## src/rtl/dual_ram_pkg.sv

```systemverilog
// Shared types and default sizing for the dual-RAM write arbiter.
package dual_ram_pkg;

    localparam int DEF_N  = 32;
    localparam int DEF_B  = 8;
    localparam int DEF_R  = 4;
    localparam int DEF_LW = 3;

    typedef enum logic {
        IDLE  = 1'b0,
        BURST = 1'b1
    } state_t;

endpackage

```

## src/rtl/dual_ram_wr_arbiter_rr_pick.sv

```systemverilog
// Combinational round-robin pick: first set request at or above ptr, modulo R.
module rr_pick #(
    parameter int R  = 4,
    parameter int PW = (R > 1) ? $clog2(R) : 1
) (
    input  logic [R-1:0]  req,
    input  logic [PW-1:0] ptr,
    output logic [PW-1:0] winner,
    output logic          valid
);

    // Scan from the farthest offset down so the nearest requester to ptr wins last.
    always_comb begin
        winner = {PW{1'b0}};
        valid  = |req;
        for (int k = R - 1; k >= 0; k--) begin
            if (req[(int'(ptr) + k) % R]) begin
                winner = PW'((int'(ptr) + k) % R);
            end else begin
                winner = winner;
            end
        end
    end

endmodule

```

## src/rtl/dual_ram_wr_arbiter.sv

```systemverilog
// Round-robin burst arbiter feeding the write port of dual_ram.
// Bursts run to completion; one arbitration cycle separates consecutive bursts.
module dual_ram_wr_arbiter
    import dual_ram_pkg::*;
#(
    parameter int N   = DEF_N,
    parameter int Add = $clog2(N),
    parameter int B   = DEF_B,
    parameter int R   = DEF_R,
    parameter int LW  = DEF_LW
) (
    input  logic            clk,
    input  logic            rst_n,
    input  logic [R-1:0]     req,
    input  logic [R*Add-1:0] req_addr,
    input  logic [R*LW-1:0]  req_len,
    input  logic [R*B-1:0]   wdata,
    output logic [R-1:0]     gnt,
    output logic [R-1:0]     ack,
    output logic             done,
    output logic             busy,
    output logic             ram_wr,
    output logic [Add-1:0]   ram_addr,
    output logic [B-1:0]     ram_din
);

    localparam int PW = (R > 1) ? $clog2(R) : 1;

    state_t          state_r;
    state_t          next_state_s;
    logic [R-1:0]    gnt_r;
    logic [PW-1:0]   gnt_idx_r;
    logic [PW-1:0]   ptr_r;
    logic [Add-1:0]  cur_addr_r;
    logic [LW-1:0]   cnt_r;
    logic [PW-1:0]   win_s;
    logic            win_valid_s;
    logic            last_beat_s;

    rr_pick #(.R(R), .PW(PW)) u_rr_pick (
        .req    (req),
        .ptr    (ptr_r),
        .winner (win_s),
        .valid  (win_valid_s)
    );

    assign last_beat_s = (state_r == BURST) && (cnt_r == {LW{1'b0}});

    // State register.
    always_ff @(posedge clk or negedge rst_n) begin
        if (!rst_n) begin
            state_r <= IDLE;
        end else begin
            state_r <= next_state_s;
        end
    end

    // Next-state decode.
    always_comb begin
        next_state_s = state_r;
        case (state_r)
            IDLE: begin
                if (win_valid_s) begin
                    next_state_s = BURST;
                end else begin
                    next_state_s = IDLE;
                end
            end
            BURST: begin
                if (cnt_r == {LW{1'b0}}) begin
                    next_state_s = IDLE;
                end else begin
                    next_state_s = BURST;
                end
            end
            default: next_state_s = IDLE;
        endcase
    end

    // Grant, pointer and burst address/count bookkeeping.
    always_ff @(posedge clk or negedge rst_n) begin
        if (!rst_n) begin
            gnt_r      <= {R{1'b0}};
            gnt_idx_r  <= {PW{1'b0}};
            ptr_r      <= {PW{1'b0}};
            cur_addr_r <= {Add{1'b0}};
            cnt_r      <= {LW{1'b0}};
        end else begin
            case (state_r)
                IDLE: begin
                    if (win_valid_s) begin
                        gnt_r      <= {{(R-1){1'b0}}, 1'b1} << win_s;
                        gnt_idx_r  <= win_s;
                        cur_addr_r <= req_addr[int'(win_s)*Add +: Add];
                        cnt_r      <= req_len[int'(win_s)*LW +: LW];
                        ptr_r      <= (win_s == PW'(R - 1)) ? {PW{1'b0}} : win_s + PW'(1);
                    end
                end
                BURST: begin
                    // Explicit compare keeps the wrap correct when N is not a power of two.
                    cur_addr_r <= (cur_addr_r == Add'(N - 1)) ? {Add{1'b0}} : cur_addr_r + Add'(1);
                    if (cnt_r == {LW{1'b0}}) begin
                        gnt_r <= {R{1'b0}};
                    end else begin
                        cnt_r <= cnt_r - LW'(1);
                    end
                end
                default: begin
                    gnt_r <= {R{1'b0}};
                end
            endcase
        end
    end

    // Output decode from registered state; only the data mux sees live wdata.
    always_comb begin
        ram_wr   = 1'b0;
        ram_addr = {Add{1'b0}};
        ram_din  = {B{1'b0}};
        ack      = {R{1'b0}};
        if (state_r == BURST) begin
            ram_wr   = 1'b1;
            ram_addr = cur_addr_r;
            ram_din  = wdata[int'(gnt_idx_r)*B +: B];
            ack      = gnt_r;
        end else begin
            ram_wr   = 1'b0;
            ram_addr = {Add{1'b0}};
            ram_din  = {B{1'b0}};
            ack      = {R{1'b0}};
        end
    end

    assign gnt  = gnt_r;
    assign busy = (state_r == BURST);
    assign done = last_beat_s;

endmodule
```

## config.mk

```make
export PLATFORM = sky130hd
export DESIGN_NAME = dual_ram_wr_arbiter
export DESIGN_NICKNAME = d
export VERILOG_FILES = /design/src/rtl/dual_ram_pkg.sv /design/src/rtl/dual_ram_wr_arbiter_rr_pick.sv /design/src/rtl/dual_ram_wr_arbiter.sv
export SDC_FILE = /design/constraint.sdc
export NUM_CORES = 1
export LEC_CHECK = 0
export BUFFER_PORTS_ARGS = -buffer_cell sky130_fd_sc_hd__buf_4
export CORE_MARGIN = 2
export CORE_UTILIZATION = 40
export CTS_CLUSTER_SIZE = 8
export DETAILED_ROUTE_END_ITERATION = 10
export PLACE_DENSITY_LB_ADDON = 0.15
export SYNTH_ARGS = -nofsm -noshare
export SYNTH_HDL_FRONTEND = slang
export SYNTH_SLANG_ARGS = --single-unit
```

## constraint.sdc

```tcl
create_clock -name clk -period 5.19 [get_ports clk]
set_input_delay 0.7785 -clock clk [delete_from_list [all_inputs] [get_ports clk]]
set_output_delay 0.7785 -clock clk [all_outputs]
set_load 0.05 [all_outputs]
```

Word level (Yosys, flattened, before mapping)
Cells that the tools add are included.
{"block": "op_classes", "add_sub_neg": 6, "div_mod_pow": 0, "reduce_logical": 9, "n_bitwise": 4, "shift": 4, "n_mul": 2, "magnitude_cmp": 4, "eq_ne": 5, "muxes": 32}
{"cell": "32-bit by 6-bit indexed part select with 8-bit output", "count": 1}
{"cell": "20-bit by 6-bit indexed part select with 5-bit output", "count": 1}
{"cell": "5-bit 2-to-1 mux", "count": 3}
{"cell": "3-bit by 4-bit < comparator with 1-bit output (second input constant)", "count": 3}
{"cell": "4-bit 2-to-1 mux", "count": 3}
{"cell": "12-bit by 5-bit indexed part select with 3-bit output", "count": 1}
{"cell": "1-bit 2-to-1 mux", "count": 10}
{"cell": "2-bit 2-to-1 mux", "count": 5}
{"cell": "5-bit case mux with 2 select lines", "count": 1}
{"cell": "1-bit binary-select mux with 2-bit select", "count": 4}
{"cell": "8-bit 2-to-1 mux", "count": 1}
{"cell": "4-bit case mux with 2 select lines", "count": 1}
{"cell": "3-bit 2-to-1 mux", "count": 2}
{"cell": "3-bit case mux with 2 select lines", "count": 1}
{"cell": "2-bit AND reduction", "count": 3}
{"cell": "2-bit OR reduction", "count": 3}
{"cell": "5-bit by 1-bit adder with 5-bit output (second input constant)", "count": 1}
{"cell": "5-bit == test (second input constant)", "count": 1}
{"cell": "2-bit by 3-bit multiplier with 5-bit output (second input constant)", "count": 1}
{"cell": "2-bit by 1-bit adder with 2-bit output (second input constant)", "count": 2}
{"cell": "2-bit adder (second input constant)", "count": 2}
{"cell": "2-bit by 2-bit multiplier with 4-bit output (second input constant)", "count": 1}
{"cell": "2-bit by 1-bit inequality test with 1-bit output (second input constant)", "count": 2}
{"cell": "4-bit OR reduction", "count": 1}
{"cell": "other kinds (10)", "count": 12}
{"block": "word_totals", "n_memories": 0, "mem_bits_rw": 0, "wordCells": 72, "in_bits": 70, "register_bits": 17, "mem_bits_ro": 0, "out_inout_bits": 24, "latch_bits": 0}

Longest topological paths before layout
Gate-level depths: netlist of run 1.
{"block": "logic_depth", "ltp_word": 14, "mapped_depth": 9, "ltp_nobuf": 8}

Hierarchy
Synthesis of run 1 repeated with hierarchy kept, for this count alone.
{"block": "hier_totals", "cells_unflattened": 153, "area_unflattened_um2": 1491.4}
{"mod": "dual_ram_wr_arbiter", "n_inst": 1, "cells_per_inst": 140, "seq_area_each_um2": 425.4, "area_each_um2": 1413.9}
{"mod": "rr_pick", "n_inst": 1, "cells_per_inst": 13, "seq_area_each_um2": 0.0, "area_each_um2": 77.6}

Worst setup path before layout of run 1
OpenSTA, ideal clock, no wires.
{"block": "synth_path", "path_type": "flip-flop to output port", "start": "register state_r (netlist: busy)", "end": "output ram_addr[1]", "path_stages_with_launch": 4, "required_ns": 4.411, "arrival_time_ns": 1.664, "path_slack_ns": 2.748, "n_path_buf": 2, "path_cell_list": "dfrtp_1 -> clkbuf_1 -> clkbuf_1 -> and2_1"}
{"block": "synth_between", "elab_chain_cells": 1}
{"item": "start, declared", "line": "dual_ram_wr_arbiter.sv:29", "text": "state_t state_r;"}
{"item": "start signal, assigned", "line": "dual_ram_wr_arbiter.sv:54", "text": "state_r <= next_state_s;"}
{"item": "5-bit 2-to-1 mux", "line": "dual_ram_wr_arbiter.sv:121", "text": "if (state_r == BURST) begin"}
{"item": "end, declared", "line": "dual_ram_wr_arbiter.sv:23", "text": "output logic [Add-1:0] ram_addr,"}
Every way passes these cells.

Worst setup path in the final report of run 1
{"block": "layout_path", "start": "register gnt_idx_r[0]", "end": "output ram_din[0]"}
{"block": "layout_between", "elab_chain_cells": 2}
{"item": "start, declared", "line": "dual_ram_wr_arbiter.sv:32", "text": "logic [PW-1:0] gnt_idx_r;"}
{"item": "start signal, assigned", "line": "dual_ram_wr_arbiter.sv:84", "text": "gnt_idx_r <= {PW{1'b0}};"}
{"item": "start signal, assigned", "line": "dual_ram_wr_arbiter.sv:93", "text": "gnt_idx_r <= win_s;"}
{"item": "32-bit by 6-bit indexed part select with 8-bit output", "line": "dual_ram_wr_arbiter.sv:124", "text": "ram_din = wdata[int'(gnt_idx_r)*B +: B];"}
{"item": "8-bit 2-to-1 mux", "line": "dual_ram_wr_arbiter.sv:121"}
{"item": "end, declared", "line": "dual_ram_wr_arbiter.sv:24", "text": "output logic [B-1:0] ram_din"}
Every way passes these cells.

==> flow_summary_export.csv, run 1 <==
group,metric,value,unit
detailed_routing,drtAntennaViolNets,0,
synth,avgSynthCellArea,10.0,um2
grt,grt_pass1_vias,1336,
critical_path,startpoint_type,"flop",
job,maxCapViolations,0,
synth,syn-num-nets,234,
power_and_ir_drop,leakagePower,1.17,nW
synth,synth.area.top_cells,"dfrtp_1 (27%), mux4_2 (12%), mux2i_1 (10%), and2_1 (6.8%), ha_1 (6.4%)",
timing,period_needed,2.59,ns
floorplan,fp-row-count,22,
grt,grt_pass1_wl,6130,um
detailed_routing,drtIter0Drc,52,
floorplan,core_area,0.00372,mm2
critical_path,max_stage_delay,0.65,ns
timing,fin_worst_skew,0.00532,ns
timing,rsz0062_at_grt,"false",
detailed_routing,finalWirelength,3720,um
synth,synth_edf_count,0,
cts,clk_transition_reported_paths,0.07,ns
detailed_routing,route.detailed.drc,0,
synth,async_reset_ff_share,100,%
floorplan,initial_core_util,42.1,%
final_layout,final-seq-area,425,um2
synth,syn_inst,156,
grt,antenna_found_initial,0,
critical_path,path_max_fanout,9,
synth,ys_seq_elements,17,
critical_path,crit_required,4.41,ns
cts,clock_sinks,17,
synth,yosysTopAreaCell,"dfrtp_1",
min_path,min_path_type,"input port to async pin",
critical_path,endpoint_kind,"primary output",
synth,synth_compound_area_share,11.8,%
critical_path,rr_startpoint,"ptr_r[1]$_DFFE_PN0P_",
power_and_ir_drop,power,1.36,mW
cts,ctsHoldBuffers,0,
synth,synth_xor_area_share,0.560,%
synth,synth_cell_types,40,
grt,grt_max_degree,35,
grt,grt_overflow,0,
timing,finalCritPeriodShare,49.9,%
synth,synthMuxAreaShare,26.8,%
critical_path,crit_start,"gnt_idx_r[0]$_DFFE_PN0P_",
synth,synthAdderAreaFrac,6.39,%
cts,cts_resized,0,
critical_path,crit_path_cell_trace,"mux4_2, and2_1, buf_4",
cts,cts_tree,"yes",
place,io_buffers,93,
final_layout,area_delta_synth_final,46.5,%
cts,root_buffer,"clkbuf_8",
final_layout,fin_nets,322,
detailed_routing,wl_per_cell,12.8,um
timing,clock.fmax,386,MHz
synth,synth_simple_gate_area_share,20.4,%
synth,yosys_warnings,0,
synth,synth_top_family_by_area,"multiplexers",
final_layout,multiInputGateArea,0.00103,mm2
cts,numCtsBuffers,3,
timing,setup_tns,0,ns
timing,hold_violations,0,
floorplan,io_pins,94,
critical_path,cp.arrival,1.81,ns
cts,cts.path.max_buffers,2,
final_layout,n_antenna_cell,0,
final_layout,final_area,0.00229,mm2
power_and_ir_drop,power_density,591,mW/mm2
final_layout,fillerInstances,347,
power_and_ir_drop,ir_worst_vdd,272,uV
place,gp_congestion,0.789,
synth,yosysSeqAreaShare,27.2,%
timing,relSlewSlack,19.2,%
detailed_routing,vias,1450,
synth,synth_flop_cell,"dfrtp_1",
timing,finalSetupViolations,0,
place,dpl_cell_area,0.00225,mm2
detailed_routing,avgViaCountPerCell,4.98,
floorplan,fp.dieW,66.6,um
cts,cts.htree.levels,1,
place,dp_hpwl,3010,um
floorplan,fp.dieH,66.6,um
synth,netlist_area,0.00157,mm2
critical_path,crit_path_top_delay_cell,"dfrtp_1",
cts,clk_latency,0.25,ns
run_status,outcome,"finished clean",
synth,synth_commonest_cells,"and2_1 (17), dfrtp_1 (17), mux2i_1 (16), nand2_1 (16)",
final_layout,drive_gt1_share,50.2,%
timing,final-max-slew-violation-count,0,
detailed_routing,firstDrtPassIters,4,
grt,grt_util_all_layers,18.0,%
timing,tightest_slew,1.21,ns
synth,synth_top_area_share,27.2,%
floorplan,die_area,0.00443,mm2
cts,postCtsSetupBuffers,0,
critical_path,worstSetupPathType,"flop to primary output",
registers in the layout, indices dropped and copies added, names as in the netlist:
signal	count
cur_addr_r	5
gnt	4
cnt_r	3
gnt_idx_r	2
ptr_r	2
busy	1
logic make-up after synthesis:
family,Yosys count
AO/OA/AOI/OAI,26
AND/OR/NAND/NOR,55
buffers and inverters,18
adder cells (fa/ha/maj),8
flip-flops,17
multiplexers,31
XOR/XNOR,1
report_power, final:
part / total, mW / internal [mW] / switching (mW)
combinational: 0.967 / 0.399 / 0.568
sequential: 0.290 / 0.191 / 0.0990
clock: 0.0984 / 0.0545 / 0.0439
total: 1.36 / 0.645 / 0.711
critical path: cells and delay by family, from the launching register on:
family,cells,cell delay [ns]
mux,1,0.56
buf+inv,1,0.19
flops,1,0.65
simple gates,1,0.17
layer usage:
layer / global-route usage, % / share of wire (%) / vias to the layer above
met5: 0 / 0 / -
met4: 2.81 / 0.32 / 0
met3: 4.22 / 3.9 / 2
met2: 29.8 / 51 / 34
met1: 24.3 / 45 / 683
li1: - / - / 731
per-stage QoR:
stage	hold slack (ns)	cells	util, %	worst slack, ns
floorplan	0.464	156	-	2.75
global placement	0.472	287	60.5	2.51
detailed placement	0.488	287	60.5	2.41
CTS	0.385	291	61.7	2.54
global route	0.394	291	61.7	2.43
finish	0.379	291	61.7	2.60
worst paths after layout:
check                                                 end  slack [ns]  depth (start not counted)
worst max-delay path                           ram_din[0]        2.60                          3
worst min-delay path            cur_addr_r[0]$_DFFE_PN0P_        0.38                          1
worst max register to register  cur_addr_r[3]$_DFFE_PN0P_        2.91                          6
worst min register to register         gnt[0]$_DFFE_PN0P_        0.49                          2
max in group asynchronous            cnt_r[0]$_DFFE_PN0P_        4.61                          1
min in group clk                       gnt[0]$_DFFE_PN0P_        0.49                          2
cell type report:
cell class              count  share of cell area, %
multi-input cells         121                   45.0
flip-flops and latches     17                   18.5
inverters                   8                   1.42
clock buffers               4                   1.96
well taps                  48                   2.62
repair buffers             93                   30.4
cells in the final DEF (no fill, tap or decap), drive strengths merged, types with 2 or more instances in the layout:
cell    Yosys  layout
a21oi       8       8
a22o        2       2
a22oi       2       2
and2       17      17
and3        2       2
buf         7      93
clkbuf      3       4
dfrtp      17      17
ha          8       8
inv         8       8
mux2        7       7
mux2i      16      16
mux4        8       8
nand2      16      16
nand2b      3       3
nand3b      4       4
nor2        5       5
nor3b       2       2
o21ai       7       7
o221ai      2       2
or2         3       3
No activity file was read; power rests on OpenSTA's default activity.
==> run 2: changes to the inputs <==
--- a/config.mk
+++ b/config.mk
@@ -5,6 +5,7 @@
 export SDC_FILE = /design/constraint.sdc
 export NUM_CORES = 1
 export LEC_CHECK = 0
+export ABC_AREA = 1
 export BUFFER_PORTS_ARGS = -buffer_cell sky130_fd_sc_hd__buf_4
 export CORE_MARGIN = 2
 export CORE_UTILIZATION = 40
==> constraint.sdc (replaced) <==
create_clock -name clk -period 2.55 [get_ports clk]
set_input_delay 0.3825 -clock clk [delete_from_list [all_inputs] [get_ports clk]]
set_output_delay 0.3825 -clock clk [all_outputs]
set_load 0.05 [all_outputs]
==> flow_summary_export.csv, run 2 <==
group,metric,value,unit
timing,relSlewSlack,67.5,%
floorplan,fp.dieW,69.9,um
cts,cts_tree,"yes",
timing,final-max-slew-violation-count,0,
critical_path,path_max_fanout,21,
synth,ys_seq_elements,17,
place,io_buffers,93,
synth,synth_flop_cell,"dfrtp_1",
detailed_routing,vias,2094,
cts,clk_transition_reported_paths,0.07,ns
final_layout,final_common_cell,"buf_4",
detailed_routing,drtAntennaViolNets,0,
synth,synth_edf_count,0,
cts,root_buffer,"clkbuf_8",
detailed_routing,route.detailed.drc,0,
synth,netlist_area,0.00174,mm2
power_and_ir_drop,power_density,1530,mW/mm2
synth,synth_commonest_cells,"nand2_1 (73), nor2_1 (45), nand3_1 (39)",
synth,yosys_warnings,0,
synth,yosysSeqAreaShare,24.5,%
timing,tightest_slew,0.486,ns
timing,finalCritPeriodShare,83.9,%
final_layout,fin_nets,453,
synth,yosysMostFrequentCell,"nand2_1",
timing,rsz0062_at_grt,"false",
synth,syn_inst,285,
timing,setup_tns,0,ns
cts,cts.path.max_buffers,2,
timing,fin_worst_skew,0.00131,ns
cts,clk_latency,0.25,ns
timing,clock.fmax,467,MHz
critical_path,worstSetupPathType,"flop to flop",
min_path,min_path_type,"input port to flop",
cts,numCtsBuffers,3,
cts,clock_sinks,17,
timing,hold_violations,0,
run_status,outcome,"finished clean",
floorplan,die_area,0.00489,mm2
critical_path,startpoint_type,"flop",
final_layout,stdcell_count,424,
floorplan,io_pins,94,
timing,finalSetupViolations,0,
synth,yosysTopAreaCell,"dfrtp_1",
grt,grt_pass1_vias,1834,
critical_path,cp.arrival,2.28,ns
floorplan,core_area,0.00409,mm2
place,dp.cells,419,
critical_path,crit_required,2.69,ns
grt,grt_max_degree,22,
grt,grt_util_all_layers,22.2,%
final_layout,area_delta_synth_final,44.2,%
floorplan,fp-row-count,23,
grt,antenna_found_initial,0,
place,gp_congestion,0.932,
synth,synth_cell_types,33,
synth,async_reset_ff_share,100,%
synth,synth.area.top_cells,"dfrtp_1 (24%), nand2_1 (16%), nand3_1 (11%), nor2_1 (9.7%), ha_1 (5.8%)",
detailed_routing,drtIter0Drc,154,
grt,grt_overflow,0,
power_and_ir_drop,ir_worst_vdd,793,uV
power_and_ir_drop,leakagePower,1.42,nW
detailed_routing,avgViaCountPerCell,4.94,
floorplan,fp.dieH,69.9,um
detailed_routing,finalWirelength,5180,um
synth,avgSynthCellArea,6.10,um2
cts,cts.htree.levels,1,
critical_path,endpoint_kind,"flop",
detailed_routing,wl_per_cell,12.2,um
detailed_routing,firstDrtPassIters,4,
final_layout,n_antenna_cell,0,
final_layout,largest_register_ffs,5,
grt,grt_pass1_wl,9050,um
final_layout,final_cell_mix,"buf_4 (97), nand2_1 (73), nor2_1 (45)",
job,maxCapViolations,0,
timing,period_needed,2.14,ns
place,dp_hpwl,4080,um
floorplan,initial_core_util,42.6,%
final_layout,drive_gt1_share,31.8,%
final_layout,largest-register,"cur_addr_r",
synth,synth_top_area_share,24.5,%
synth,syn-num-nets,363,
[run 2: cell types whose count changed after synthesis, moves of 7 or more]
cell	delta
nand2_1	+57
nor2_1	+40
nand3_1	+39
inv_1	+20
and2_1	-17
mux2i_1	-16
o21ai_0	+16
mux4_2	-8
a21oi_1	+7
mux2_2	-7
[run 2: critical path: stages (launching register included)]
cell and delay, ns:
dfrtp_2 0.49, inv_1 0.13, nand2_1 0.09, nor2_1 0.05, nor2_2 0.14, nand3_2 0.11
nand2_2 0.09, nand2_4 0.06, nand2_2 0.31, inv_2 0.20, nand2_1 0.09, nand3_1 0.06
nand3_1 0.12, nand3_1 0.08
[run 2: routing by layer]
| layer | up-vias | part of all wire [%] | GRT usage [%] | routed length, um |
|---|---|---|---|---|
| li1 | 1085 | - | - | - |
| met5 | - | 0 | 0 | 0 |
| met1 | 899 | 45 | 34.9 | 2340 |
| met4 | 0 | 0.62 | 3.21 | 32 |
| met2 | 105 | 44 | 32.9 | 2300 |
| met3 | 5 | 9.8 | 2.45 | 508 |
[run 2: cells by family after synthesis]
logic type / after synthesis / share of synthesized area, %
AO/OA/AOI/OAI: 40 / 13.7
XOR/XNOR: 2 / 1.01
AND/OR/NAND/NOR: 171 / 43.0
flip-flops: 17 / 24.5
adder cells (fa/ha/maj): 8 / 5.76
buffers and inverters: 47 / 12.0
[run 2: stage by stage]
stage | power (mW) | hold WS [ns] | util [%] | area, um2 | setup slack (ns)
2_1_floorplan | 2.92 | 0.0869 | - | 1740 | 0.108
5_1_grt | 4.23 | 0.496 | 61.4 | 2510 | 0.164
3_3_place_gp | 3.59 | 0.264 | 60.0 | 2450 | 0.378
6_report | 3.84 | 0.427 | 61.4 | 2510 | 0.410
3_5_place_dp | 3.63 | 0.262 | 60.0 | 2450 | 0.274
4_1_cts | 3.85 | 0.427 | 61.3 | 2510 | 0.264
[run 2: final timing paths]
path                                      startpoint                   endpoint  slack (ns)  cells after the start
worst max-delay path            ptr_r[0]$_DFFE_PN0P_  cur_addr_r[4]$_DFFE_PN0P_        0.41                     13
max in group asynchronous                      rst_n       ptr_r[0]$_DFFE_PN0P_        1.80                      2
worst min register to register  cnt_r[1]$_DFFE_PN0P_       cnt_r[1]$_DFFE_PN0P_        0.51                      2
worst max register to register  ptr_r[0]$_DFFE_PN0P_  cur_addr_r[4]$_DFFE_PN0P_        0.41                     13
worst min-delay path                     req_addr[7]  cur_addr_r[2]$_DFFE_PN0P_        0.43                      3
min in group asynchronous                      rst_n  cur_addr_r[3]$_DFFE_PN0P_        0.54                      2
[run 2: final cells by class]
cell class	count	area [um2]
flip-flops and latches	17	427
multi-input cells	221	1100
fillers	398	1580
clock buffers	4	45.0
inverters	34	130
well taps	50	62.6
repair buffers	98	738
[run 2: what timing repair did]
| action | in CTS | in global routing |
|---|---|---|
| gates resized for setup | 0 | 1 |
| endpoints found under the hold margin | 17 | 0 |
| buffers inserted | 0 | 0 |
| endpoints found under the setup margin | 0 | 1 |
| hold buffers | 1 | 0 |
[run 2: report_power, final]
group	internal (mW)	switching [mW]	total (mW)
clock network	0.111	0.0934	0.204
registers	0.406	0.147	0.554
logic	0.999	2.09	3.08
total	1.52	2.33	3.84
